--- src/rtl/dcache_pkg.sv ---
// Shared types and tag-field constants for the data-cache port arbiter and the cache.
package dcache_pkg;

  typedef enum logic [1:0] {
    IDLE     = 2'd0,
    GRANT_LD = 2'd1,
    GRANT_ST = 2'd2
  } arb_state_t;

  // Tag layout {rw, memory/mmio, data/insn, id}: offsets are counted down from the MSB.
  localparam int TAG_RW_OFS   = 1;
  localparam int TAG_MEM_OFS  = 2;
  localparam int TAG_DATA_OFS = 3;
  localparam int TAG_HDR_W    = 3;

  localparam int ID_LD = 0;
  localparam int ID_ST = 1;

  localparam logic RW_READ    = 1'b0;
  localparam logic RW_WRITE   = 1'b1;
  localparam logic SPACE_MEM  = 1'b0;
  localparam logic SPACE_MMIO = 1'b1;
  localparam logic KIND_DATA  = 1'b0;
  localparam logic KIND_INSN  = 1'b1;

  localparam int STARVE_W = 3;

endpackage

--- src/rtl/dcache_port_arbiter_if.sv ---
// One cache request/response handshake; master issues requests, slave answers them.
interface dcache_port_if #(parameter int TAG_W = 13);
  logic             reqcyc;
  logic [63:0]      req;
  logic [63:0]      reqdata;
  logic [TAG_W-1:0] reqtag;
  logic             reqack;
  logic             respcyc;
  logic [63:0]      resp;
  logic [TAG_W-1:0] resptag;
  logic             respack;

  modport master (
    output reqcyc, req, reqdata, reqtag, respack,
    input  reqack, respcyc, resp, resptag
  );

  modport slave (
    input  reqcyc, req, reqdata, reqtag, respack,
    output reqack, respcyc, resp, resptag
  );
endinterface

--- src/rtl/dcache_req_latch.sv ---
// Holding register for the granted request; it drives the cache port fields directly.
module dcache_req_latch #(
  parameter int TAG_W = 13
) (
  input  logic             clk,
  input  logic             reset_n,
  input  logic             en,
  input  logic [63:0]      reqIn,
  input  logic [63:0]      dataIn,
  input  logic [TAG_W-1:0] tagIn,
  output logic [63:0]      reqOut,
  output logic [63:0]      dataOut,
  output logic [TAG_W-1:0] tagOut
);

  always_ff @(posedge clk or negedge reset_n) begin
    if (!reset_n) begin
      reqOut  <= '0;
      dataOut <= '0;
      tagOut  <= '0;
    end else if (en) begin
      reqOut  <= reqIn;
      dataOut <= dataIn;
      tagOut  <= tagIn;
    end
  end

endmodule

--- src/rtl/dcache_port_arbiter.sv ---
// Shares the single data-cache port between the load and store paths; one request in
// flight, store preferred, with a saturating counter that bounds load starvation.
module dcache_port_arbiter
  import dcache_pkg::*;
#(
  parameter int TAG_W      = 13,
  parameter int STARVE_MAX = 4
) (
  input  logic          clk,
  input  logic          reset_n,
  dcache_port_if.slave  ld,
  dcache_port_if.slave  st,
  dcache_port_if.master c
);

  localparam int ID_W = TAG_W - TAG_HDR_W;
  localparam logic [STARVE_W-1:0] STARVE_LIM = STARVE_W'(STARVE_MAX);

  arb_state_t          state, nextState;
  logic [STARVE_W-1:0] starveCnt, nextCnt;
  logic                latchEn, latchSt;
  logic [63:0]         selReq, selData;
  logic [TAG_W-1:0]    selTag, srcTag;
  logic                respIsLd;

  always_ff @(posedge clk or negedge reset_n) begin
    if (!reset_n) begin
      state     <= IDLE;
      starveCnt <= '0;
    end else begin
      state     <= nextState;
      starveCnt <= nextCnt;
    end
  end

  always_comb begin
    nextState = state;
    nextCnt   = starveCnt;
    latchEn   = 1'b0;
    latchSt   = 1'b0;
    ld.reqack = 1'b0;
    st.reqack = 1'b0;
    case (state)
      IDLE: begin
        if (st.reqcyc && starveCnt < STARVE_LIM) begin
          nextState = GRANT_ST;
          latchEn   = 1'b1;
          latchSt   = 1'b1;
          nextCnt   = ld.reqcyc ? starveCnt + 1'b1 : '0;
        end else if (ld.reqcyc) begin
          nextState = GRANT_LD;
          latchEn   = 1'b1;
          nextCnt   = '0;
        end else if (st.reqcyc) begin
          nextCnt = '0;
        end
      end
      GRANT_LD: if (c.reqack) begin
        ld.reqack = 1'b1;
        nextState = IDLE;
      end
      GRANT_ST: if (c.reqack) begin
        st.reqack = 1'b1;
        nextState = IDLE;
      end
      default: nextState = IDLE;
    endcase
  end

  // The id field tells the response path which requester owns the reply.
  always_comb begin
    selReq  = latchSt ? st.req     : ld.req;
    selData = latchSt ? st.reqdata : ld.reqdata;
    srcTag  = latchSt ? st.reqtag  : ld.reqtag;
    selTag  = {srcTag[TAG_W-1 -: TAG_HDR_W], ID_W'(latchSt ? ID_ST : ID_LD)};
  end

  dcache_req_latch #(.TAG_W(TAG_W)) uLatch (
    .clk     (clk),
    .reset_n (reset_n),
    .en      (latchEn),
    .reqIn   (selReq),
    .dataIn  (selData),
    .tagIn   (selTag),
    .reqOut  (c.req),
    .dataOut (c.reqdata),
    .tagOut  (c.reqtag)
  );

  assign c.reqcyc = (state != IDLE);

  // Responses bypass the request FSM so they can overlap a new grant.
  assign respIsLd   = (c.resptag[ID_W-1:0] == ID_W'(ID_LD));
  assign ld.respcyc = c.respcyc & respIsLd;
  assign st.respcyc = c.respcyc & ~respIsLd;
  assign c.respack  = respIsLd ? ld.respack : st.respack;
  assign ld.resp    = c.resp;
  assign st.resp    = c.resp;
  assign ld.resptag = c.resptag;
  assign st.resptag = c.resptag;

endmodule

--- src/flat_wrapper.sv ---
// flat-port wrapper written by rule: the top's interface ports become plain ports
module dcache_port_arbiter_flat import dcache_pkg::*;
#(
  parameter int TAG_W      = 13,
  parameter int STARVE_MAX = 4
)
  (clk, reset_n, ld_reqcyc, ld_req, ld_reqdata, ld_reqtag, ld_respack, ld_reqack, ld_respcyc, ld_resp, ld_resptag, st_reqcyc, st_req, st_reqdata, st_reqtag, st_respack, st_reqack, st_respcyc, st_resp, st_resptag, c_reqcyc, c_req, c_reqdata, c_reqtag, c_respack, c_reqack, c_respcyc, c_resp, c_resptag);
  dcache_port_if #(.TAG_W(TAG_W)) ld_i ();
  dcache_port_if #(.TAG_W(TAG_W)) st_i ();
  dcache_port_if #(.TAG_W(TAG_W)) c_i ();
  input  logic clk;
  input  logic reset_n;
  input wire logic [$bits(ld_i.reqcyc)-1:0] ld_reqcyc;
  input wire logic [$bits(ld_i.req)-1:0] ld_req;
  input wire logic [$bits(ld_i.reqdata)-1:0] ld_reqdata;
  input wire logic [$bits(ld_i.reqtag)-1:0] ld_reqtag;
  input wire logic [$bits(ld_i.respack)-1:0] ld_respack;
  output wire logic [$bits(ld_i.reqack)-1:0] ld_reqack;
  output wire logic [$bits(ld_i.respcyc)-1:0] ld_respcyc;
  output wire logic [$bits(ld_i.resp)-1:0] ld_resp;
  output wire logic [$bits(ld_i.resptag)-1:0] ld_resptag;
  input wire logic [$bits(st_i.reqcyc)-1:0] st_reqcyc;
  input wire logic [$bits(st_i.req)-1:0] st_req;
  input wire logic [$bits(st_i.reqdata)-1:0] st_reqdata;
  input wire logic [$bits(st_i.reqtag)-1:0] st_reqtag;
  input wire logic [$bits(st_i.respack)-1:0] st_respack;
  output wire logic [$bits(st_i.reqack)-1:0] st_reqack;
  output wire logic [$bits(st_i.respcyc)-1:0] st_respcyc;
  output wire logic [$bits(st_i.resp)-1:0] st_resp;
  output wire logic [$bits(st_i.resptag)-1:0] st_resptag;
  output wire logic [$bits(c_i.reqcyc)-1:0] c_reqcyc;
  output wire logic [$bits(c_i.req)-1:0] c_req;
  output wire logic [$bits(c_i.reqdata)-1:0] c_reqdata;
  output wire logic [$bits(c_i.reqtag)-1:0] c_reqtag;
  output wire logic [$bits(c_i.respack)-1:0] c_respack;
  input wire logic [$bits(c_i.reqack)-1:0] c_reqack;
  input wire logic [$bits(c_i.respcyc)-1:0] c_respcyc;
  input wire logic [$bits(c_i.resp)-1:0] c_resp;
  input wire logic [$bits(c_i.resptag)-1:0] c_resptag;
  assign ld_i.reqcyc = ld_reqcyc;
  assign ld_i.req = ld_req;
  assign ld_i.reqdata = ld_reqdata;
  assign ld_i.reqtag = ld_reqtag;
  assign ld_i.respack = ld_respack;
  assign ld_reqack = ld_i.reqack;
  assign ld_respcyc = ld_i.respcyc;
  assign ld_resp = ld_i.resp;
  assign ld_resptag = ld_i.resptag;
  assign st_i.reqcyc = st_reqcyc;
  assign st_i.req = st_req;
  assign st_i.reqdata = st_reqdata;
  assign st_i.reqtag = st_reqtag;
  assign st_i.respack = st_respack;
  assign st_reqack = st_i.reqack;
  assign st_respcyc = st_i.respcyc;
  assign st_resp = st_i.resp;
  assign st_resptag = st_i.resptag;
  assign c_reqcyc = c_i.reqcyc;
  assign c_req = c_i.req;
  assign c_reqdata = c_i.reqdata;
  assign c_reqtag = c_i.reqtag;
  assign c_respack = c_i.respack;
  assign c_i.reqack = c_reqack;
  assign c_i.respcyc = c_respcyc;
  assign c_i.resp = c_resp;
  assign c_i.resptag = c_resptag;
  dcache_port_arbiter #(.TAG_W(TAG_W), .STARVE_MAX(STARVE_MAX)) u_core (.clk(clk), .reset_n(reset_n), .ld(ld_i), .st(st_i), .c(c_i));
endmodule
--- config.mk ---
export PLATFORM = sky130hd
export DESIGN_NAME = dcache_port_arbiter_flat
export DESIGN_NICKNAME = d
export VERILOG_FILES = /design/src/rtl/dcache_pkg.sv /design/src/rtl/dcache_port_arbiter_if.sv /design/src/rtl/dcache_req_latch.sv /design/src/rtl/dcache_port_arbiter.sv /design/src/flat_wrapper.sv
export SDC_FILE = /design/constraint.sdc
export NUM_CORES = 1
export LEC_CHECK = 0
export CAP_MARGIN = 5
export CORE_AREA = 2 2 261 263
export CTS_BUF_LIST = sky130_fd_sc_hd__clkbuf_4
export CTS_CLUSTER_DIAMETER = 120
export CTS_CLUSTER_SIZE = 40
export DETAILED_ROUTE_END_ITERATION = 6
export DIE_AREA = 0 0 263 265
export PLACE_DENSITY = 0.32
export SYNTH_ARGS = -nofsm -noshare
export SYNTH_HDL_FRONTEND = slang
export SYNTH_SLANG_ARGS = --single-unit
--- constraint.sdc ---
create_clock -name clk -period 2.2 [get_ports clk]
set_clock_uncertainty 0.15 [all_clocks]
set_input_delay 0.33 -clock clk [delete_from_list [all_inputs] [get_ports clk]]
set_output_delay 0.33 -clock clk [all_outputs]
set_load 0.02 [all_outputs]
**Word-level counts from Yosys, hierarchy flattened**

Cells that the tools add are included.

- Bits in registers: 146
- Output and inout bits: 301
- Word-level logic and storage cells: 43
- Input port bits: 367

- Eq/ne operators: 4
- $add $sub $neg: 1
- Multiplexer cells: 21
- Reduce and logical (&&, ||, !) cells: 8
- Order comparisons: 1
- Bitwise gates (word level): 3

Operator list:

| operator | number |
|---|---|
| 64-bit 2-to-1 mux | 2 |
| 13-bit 2-to-1 mux | 1 |
| 3-bit 2-to-1 mux | 4 |
| 10-bit zero test | 1 |
| 1-bit 2-to-1 mux | 10 |
| 2-bit 2-to-1 mux | 3 |
| 2-bit case mux with 2 select lines | 1 |
| 2-bit AND reduction | 2 |
| 3-bit by 1-bit adder with 3-bit output, second input constant | 1 |
| 3-bit < comparator, second input constant | 1 |
| 3-bit by 2-bit != test with 1-bit output, second input constant | 1 |
| 3-bit nonzero test | 1 |
| 1-bit bitwise AND | 2 |
| 2-bit by 1-bit == test with 1-bit output, second input constant | 1 |
| 2-bit == test, second input constant | 1 |
| 2-bit zero test | 1 |
| 2-bit by 1-bit != test with 1-bit output, second input constant | 1 |
| 2-bit nonzero test | 1 |
| 2-bit OR reduction | 1 |
| 1-bit logical AND | 1 |
| 1-bit NOT | 1 |

**Longest topological paths before layout**

Gate-level depths: netlist of the first run.

- Depth in word-level cells: 5
- Depth in mapped cells: 8
- Gate-level depth less buffers: 5

**By module**

From an unflattened synthesis of the first run, not the netlist that was laid out.

- Cell total of the unflattened synthesis: 636
- Area total of the unflattened synthesis: 9,126.3 um^2

Modules (own cells, without submodules):

| module | cells an instance | area each (um^2) | seq. area each (um^2) | instances |
|---|---|---|---|---|
| dcache_req_latch | 298 | 5,606.6 | 3,528.4 | 1 |
| dcache_port_arbiter | 338 | 3,519.6 | 125.1 | 1 |

**Worst setup path after synthesis of the first run**

Ideal clock, no wire load.

- Path type: reg-to-reg
- Start: reg u_core.state[0]
- End: reg u_core.uLatch.dataOut[10]
- Slack: 473 ps
- Stages on the path, launching flop included: 9
- Required time: 1,920 ps
- Buffers on the path: 3
- Clock period less this slack: 1,727 ps
- Arrival time: 1,447 ps
- Setup time: 130 ps
- Path through: dfrtp_1 inv_1 ha_1 and2_1 buf_4 buf_6 buf_6 a32oi_1 o21ai_1

- Cells in the longest elaborated chain, start to end: 3
- Elaborated cells on any way between the ends: 4
- Classes of those cells: 3 x mux; 1 x reduce/logical

Ends and longest elaborated chain:

| element | RTL line | RTL |
|---|---|---|
| from (decl) | dcache_port_arbiter.sv:19 | `arb_state_t state, nextState;` |
| from (signal assigned) | dcache_port_arbiter.sv:31 | `state <= nextState;` |
| 2-bit zero test * | dcache_port_arbiter.sv:43 | `case (state)` |
| 1-bit 2-to-1 mux | dcache_port_arbiter.sv:43 |  |
| 64-bit 2-to-1 mux | dcache_port_arbiter.sv:73 | `selData = latchSt ? st.reqdata : ld.reqdata;` |
| to (signal assigned) | dcache_req_latch.sv:23 | `dataOut <= dataIn;` |
| to (decl) | dcache_req_latch.sv:12 | `output logic [63:0] dataOut,` |

Mark *: on every way between the ends. The rest lies on a longest branch, timed or not.
A chain may end at the register's enable or synchronous reset.

**Worst setup path in the final report of the first run**

- Start: reg u_core.state[1]
- End: out st_reqack

- Cells in the longest elaborated chain, start to end: 2

Ends and longest elaborated chain:

| element | RTL line | RTL |
|---|---|---|
| 2-bit == test | dcache_port_arbiter.sv:43 |  |
| 1-bit 2-to-1 mux | dcache_port_arbiter.sv:43 |  |
| to (decl) | flat_wrapper.sv:27 | `output wire logic [$bits(st_i.reqack)-1:0] st_reqack;` |

Every way passes these cells.

==> results of run 1 <==
## where the power goes
part	switching [µW]	internal [µW]	leakage [µW]
combinational	4860	3620	0.00436
clock	1210	922	0.000170
sequential	627	3720	0.00169
## registers in the layout, summed over array words and instances (netlist names)
name,cells
u_core.state,2
u_core.uLatch.dataOut,64
u_core.starveCnt,3
u_core.uLatch.tagOut,4
u_core.uLatch.reqOut,64
## critical path, delay by kind of cell (launching register included)
family                   cells  cell delay [ns]
flip-flops                   1             0.43
buffers and inverters        2             0.24
adder cells (fa/ha/maj)      1             0.16
AND/OR/NAND/NOR              1             0.15
## path summary, 6_finish.rpt
| check | depth (start not counted) | end |
|---|---|---|
| max reg2reg | 7 | u_core.uLatch.dataOut[20] |
| min | 3 | u_core.uLatch.reqOut[31] |
| min reg2reg | 1 | u_core.starveCnt[1] |
| min in group asynchronous | 4 | u_core.uLatch.reqOut[21] |
| max | 4 | st_reqack |
| max in group asynchronous | 4 | u_core.uLatch.dataOut[57] |
## layout make-up
| class | instances | area [µm²] | share of cell area [%] |
|---|---|---|---|
| Tap cell | 873 | 1090 | 7.49 |
| Clock buffer | 18 | 135 | 0.927 |
| Sequential cell | 137 | 3430 | 23.5 |
| Antenna cell | 7 | 17.5 | 0.120 |
| Timing Repair Buffer | 695 | 7030 | 48.2 |
| Inverter | 136 | 510 | 3.50 |
| Multi-Input combinational cell | 305 | 2180 | 14.9 |
| Clock inverter | 13 | 193 | 1.32 |
## logic make-up (layout without fill, tap and decap cells)
kind of cell,after synthesis,count (layout),synth area share [%]
simple gates,17,18,1.23
compound gates,273,273,24.9
buf+inv,358,862,27.6
other cells,1,16,0.0497
mux,1,1,0.149
fa+ha+maj,4,4,0.664
flops,137,137,45.5
## cell usage after synthesis
cell | number | area (µm²)
nor2b_1 | 2 | 12.5
clkbuf_1 | 20 | 75.1
o21ai_0 | 55 | 275
o21a_1 | 1 | 7.51
nand2b_1 | 2 | 12.5
nor4_1 | 2 | 12.5
nand2_1 | 3 | 11.3
buf_6 | 11 | 124
mux2_2 | 1 | 11.3
o21ai_1 | 79 | 395
buf_4 | 165 | 1240
nand3_1 | 1 | 5.00
a31oi_1 | 1 | 6.26
and3b_1 | 1 | 8.76
conb_1 | 1 | 3.75
a32oi_1 | 131 | 1150
dfrtp_1 | 137 | 3430
o22ai_1 | 1 | 6.26
a21oi_1 | 2 | 10.0
ha_1 | 4 | 50.1
a32o_1 | 2 | 20.0
nor2_1 | 3 | 11.3
o21a_2 | 1 | 8.76
inv_1 | 136 | 510
buf_2 | 26 | 130
and2_1 | 3 | 18.8
## metrics by stage
step | hold WS, ns | util [%] | setup TNS [ns] | power, µW | cell area (µm²)
6_report | 0.116 | 21.8 | 0 | 15000 | 14600
5_1_grt | 0.00662 | 21.8 | -0.331 | 16100 | 14600
4_1_cts | 0.000168 | 21.5 | -0.373 | 14900 | 14400
3_5_place_dp | 0.156 | 18.2 | -1.45 | 13000 | 12200
3_3_place_gp | 0.153 | 18.2 | -1.44 | 13000 | 12200
2_1_floorplan | -0.116 | - | 0 | 8610 | 7570
## timing repair
item / in CTS / in global routing
gates cloned: 0 / 8
buffers inserted: 3 / 11
endpoints found under the setup margin: 136 / 31
hold endpoints to repair: 254 / 0
pin swaps: 3 / 2
gates resized for setup: 169 / 33
hold buffers: 199 / 0
## layer usage
layer | wire length (µm) | global-route usage [%] | up-vias | part of all wire [%]
li1 | - | - | 3603 | -
met4 | 1260 | 4.23 | 4 | 3.1
met5 | 28 | 0 | - | 0.068
met1 | 16000 | 11.9 | 3570 | 39
met3 | 3490 | 4.77 | 44 | 8.5
met2 | 20200 | 19.4 | 448 | 49
## cells in the final DEF (no fill, tap or decap), drive strengths merged
cell           count
clkdlybuf4s50    286
dlygate4sd3      168
inv              140
dlygate4sd2      137
dfrtp            137
o21ai            134
a32oi            131
buf               81
clkbuf            26
dlymetal6s4s      13
conb               9
diode              7
bufinv             4
and2               4
ha                 4
nor2               3
nand2              3
clkinv             3
nor4               2
nor2b              2
a32o               2
a21oi              2
clkinvlp           2
o21a               2
nand2b             2
nand3              1
a31oi              1
mux2               1
and3b              1
o22ai              1
dlymetal6s2s       1
clkdlybuf4s15      1
==> reports/metrics.cfg, run 1 <==
[floorplanning]
chipWidth_um = 263
core_area_um2 = 66800
ios = 668
fp.dieArea_um2 = 69700
start_util_pct = 11.3
rows = 95
die_y_um = 265

[power_and_ir_drop]
power_density_nw_per_um2 = 1030
p_leak_uw = 0.00621
peakVddDrop_uv = 336

[cts]
root_buffer = clkbuf_4
cts_buffer_depth = 2
clock-sinks = 137
clkSlewWorstSetupHoldPaths_ns = 0.15
cts.htree.levels = 4
cts_buffers = 17
cts_tree = yes
clkLatencyLatePin_ns = 0.69

[worst_hold_path]
min_path_type = in2reg
hp-start = ld_req[31]

[final_layout]
layout.nets = 1663
final-instance-count-excl-fill = 2184
areaGrowthSynthToFinish_pct = 93.4
nFillCells = 7358
drive_gt1_share_pct = 10.7

[worst_setup_path]
slowest_delay_ns = 0.43
crit_arrival_ns = 1.67
path_max_fanout = 2
r2r_slack_ns = 0.08
cp-end-kind = output port
crit_top_cell = buf_6
crit-reg2reg-launch = u_core.state[0]
crit_chain = buf_6, ha_2, and2_4, buf_6
crit_type = reg2out
startpoint = u_core.state[1]
crit_slowest_cell = dfrtp_1
critPathRequiredTime_ns = 1.72
start_kind = flip-flop

[yosys]
yosysSeqAreaShare_pct = 45.5
synth_area_per_cell_um2 = 9.53
yosysWarnings = 0
ys_ff_latch = 137
syn_area_um2 = 7540
syn-instance-count = 791
yosysUniqueCellTypes = 26

[timing]
layout_setup_ws_ns = 0.0461
hold_viol_final = 0
maxSlewViolCount = 0
rsz0062_at_grt = true
tightest_slew_ns = 0.564
post-route-period-util_pct = 97.9
maxSlewHeadroom_pct = 62.4
fmax_mhz = 464
fin_crit_ns = 2.15
finalSetupViolations = 0

[run_status]
status = complete, no violations

[detailed_routing]
drt_iter0_drc = 246
via_per_inst = 3.51
drt-wirelength-per-cell_um = 18.8
route.final.wire_length_um = 41000
drtAntennaViolNets = 0
drt_pre_antenna_iters = 4
drc = 0
vias = 7669

[placement]
post-place-ws_ns = -0.503
dp.cells = 1942
io_buffers = 437
hpwlAfterDp_um = 29500
gp_congestion = 0.786

[global_routing]
antenna_found_initial = 6
grt_util_all_layers_pct = 11.1
grt_start_max_net_pins = 53
grt_pass1_vias = 8365
grt_pass1_wl_um = 56700
overflow = 0

[flow_run]
cap_violations = 0

(Power assumes the default switching activity.)
==> run 2: changes to the inputs <==
Settings changed: ABC_AREA from default to 1, CORE_AREA 2 2 261 263 to 2 2 256 258, DIE_AREA 0 0 263 265 to 0 0 258 260, PLACE_DENSITY 0.32 to 0.33, SLEW_MARGIN from default to 20.
==> run 2 against run 1 <==
Register-to-register slack about the same. Largest power group unchanged. Routed wire length shrank 8.0%. Clock power decreased by 27%. Worst setup slack gained 0.036 ns. Die area down 3.8%. Critical endpoint is now u_core.uLatch.dataOut[57]. Synthesized cell count increased by 19%. Largest cell class unchanged.
==> reports/metrics.cfg, run 2 <==
[run_status]
status = complete, no violations

[global_routing]
overflow = 0
grt_start_max_net_pins = 54
grt_pass1_vias = 8964
antenna_found_initial = 1
grt_util_all_layers_pct = 10.9
grt_pass1_wl_um = 54600

[worst_setup_path]
start_kind = flip-flop
path_max_fanout = 16
cp-end-kind = flip-flop
crit_chain = inv_2, ha_4, buf_6, nand2_8, clkinv_8, buf_16, nand2_2, nand3_1, dlygate4sd3_1
startpoint = u_core.state[1]
crit_type = reg2reg
crit_buf_inv = 5
crit_slowest_cell = dlygate4sd3_1
critPathRequiredTime_ns = 2.61
slowest_delay_ns = 0.55
crit-reg2reg-launch = u_core.state[1]
crit_family = buffers and inverters
crit_arrival_ns = 2.53

[detailed_routing]
drtAntennaViolNets = 0
vias = 8341
drt_pre_antenna_iters = 4
drt_iter0_drc = 303
drc = 0
drt-wirelength-per-cell_um = 15.8
route.final.wire_length_um = 37700
via_per_inst = 3.51

[final_layout]
final-instance-count-excl-fill = 2377
final_cell_mix = clkdlybuf4s50_1, nand2_1, nand3_1
layout.nets = 1881
areaGrowthSynthToFinish_pct = 100
post-route-util_pct = 23.4
drive_gt1_share_pct = 7.82
reg_top3 = u_core.uLatch.dataOut: 64 flops, u_core.uLatch.reqOut: 64 flops, u_core.uLatch.tagOut: 4 flops
fin_area_um2 = 15000
layout.cells.most_common = clkdlybuf4s50_1

[yosys]
syn_area_um2 = 7490
syn-instance-count = 941
async_reset_ff_share_pct = 100
synth_area_per_cell_um2 = 7.96
synth_top_area_share_pct = 45.8
yosysWarnings = 0
synth_top_cell_by_area = dfrtp_1
yosysUniqueCellTypes = 19
synth_common_cells = nand2_1, nand3_1, buf_4
synthFlopType = dfrtp_1
yosys.cell_count.top_type = nand2_1
synth_edf_count = 0
ys_ff_latch = 137
ys_top_cells_by_area = dfrtp_1, nand3_1, buf_4
yosysSeqAreaShare_pct = 45.8

[placement]
post-place-ws_ns = -0.326
gp_congestion = 0.777
io_buffers = 437
dpl_cell_area_um2 = 12100
hpwlAfterDp_um = 25800
dp.cells = 2077

[worst_hold_path]
min_path_type = in2reg
hp-start = st_req[0]

[floorplanning]
ios = 668
start_util_pct = 11.7
chipWidth_um = 258
rows = 93
fp.dieArea_um2 = 67100
die_y_um = 260
core_area_um2 = 64100

[cts]
clock-sinks = 137
clkSlewWorstSetupHoldPaths_ns = 0.13
clkLatencyLatePin_ns = 0.66
root_buffer = clkbuf_4
cts_buffer_depth = 2
cts_tree = yes
cts_buffers = 17
cts.htree.levels = 4

[power_and_ir_drop]
power_density_nw_per_um2 = 915
peakVddDrop_uv = 372
p_leak_uw = 0.00667

[timing]
layout_setup_ws_ns = 0.0818
rsz0062_at_grt = true
maxSlewViolCount = 0
hold_viol_final = 0
fin_crit_ns = 2.12
fmax_mhz = 472
post-route-period-util_pct = 96.3
finalSetupViolations = 0

[flow_run]
cap_violations = 0

[run 2: cell count changes after synthesis, moves of 11 or more]
cell and delta:
nand2_1 +279, nand3_1 +266, a32oi_1 -131, inv_1 -125, o21ai_1 -79, o21ai_0 -53
buf_6 -11
[run 2: per-stage QoR]
step                      power [µW]  setup TNS [ns]  hold slack [ns]
after floorplan                 8300               0           -0.116
after global placement         12500          -0.913            0.207
after detailed placement       12500          -0.846            0.208
after CTS                      13800          -0.323         0.000473
after global routing           14800          -0.125           0.0844
final                          13700               0            0.182
[run 2: logic make-up (layout without fill, tap and decap cells)]
logic type | Yosys count | in the layout | synth area share (%)
other cells | 1 | 10 | 0.0500
fa+ha+maj | 4 | 4 | 0.668
buf+inv | 234 | 806 | 20.5
flops | 137 | 137 | 45.8
compound gates | 5 | 5 | 0.401
simple gates | 560 | 560 | 32.6
[run 2: layout make-up]
| type | count | area [µm²] |
|---|---|---|
| timing repair buffer | 762 | 7590 |
| antenna | 1 | 2.50 |
| fill | 7080 | 49100 |
| tap | 855 | 1070 |
| clock buffer | 20 | 150 |
| sequential | 137 | 3430 |
| clock inverter | 10 | 57.6 |
| multi-input combinational | 578 | 2640 |
| inverter | 14 | 65.1 |
[run 2: what timing repair did]
item / 4_1_cts / 5_1_grt
resized for setup: 160 / 30
cloned: 0 / 3
hold endpoints to repair: 268 / 0
hold buffers: 262 / 0
pin swaps: 0 / 3
setup buffers: 1 / 3
endpoints found under the setup margin: 138 / 6
[run 2: per-layer routing]
metal  part of all wire (%)  global-route usage, %  vias up
met4                    2.9                   4.30        0
met1                     42                   12.4     3920
met5                      0                      0        -
met2                     49                   18.7      327
li1                       -                      -     4031
met3                    6.1                   3.53       63
[run 2: worst min-delay path: cells and delay by family]
| kind | cells | cell delay, ns |
|---|---|---|
| and+or+nand+nor | 2 | 0.17 |
| buffers and inverters | 1 | 0.48 |
[run 2: worst paths after layout]
| path | endpoint | slack, ns | depth (start not counted) |
|---|---|---|---|
| worst max register to register | u_core.uLatch.dataOut[57] | 0.08 | 9 |
| max in group asynchronous | u_core.uLatch.dataOut[46] | 0.94 | 4 |
| min in group asynchronous | u_core.uLatch.reqOut[14] | 0.68 | 4 |
| worst min register to register | u_core.starveCnt[0] | 0.35 | 1 |
| worst min-delay path | u_core.uLatch.reqOut[0] | 0.18 | 3 |
| worst max-delay path | u_core.uLatch.dataOut[57] | 0.08 | 9 |
[run 2: power by group]
| part | internal (µW) | switching [µW] |
|---|---|---|
| registers | 3660 | 619 |
| clock network | 452 | 1100 |
| logic | 3340 | 4540 |
| total | 7460 | 6270 |
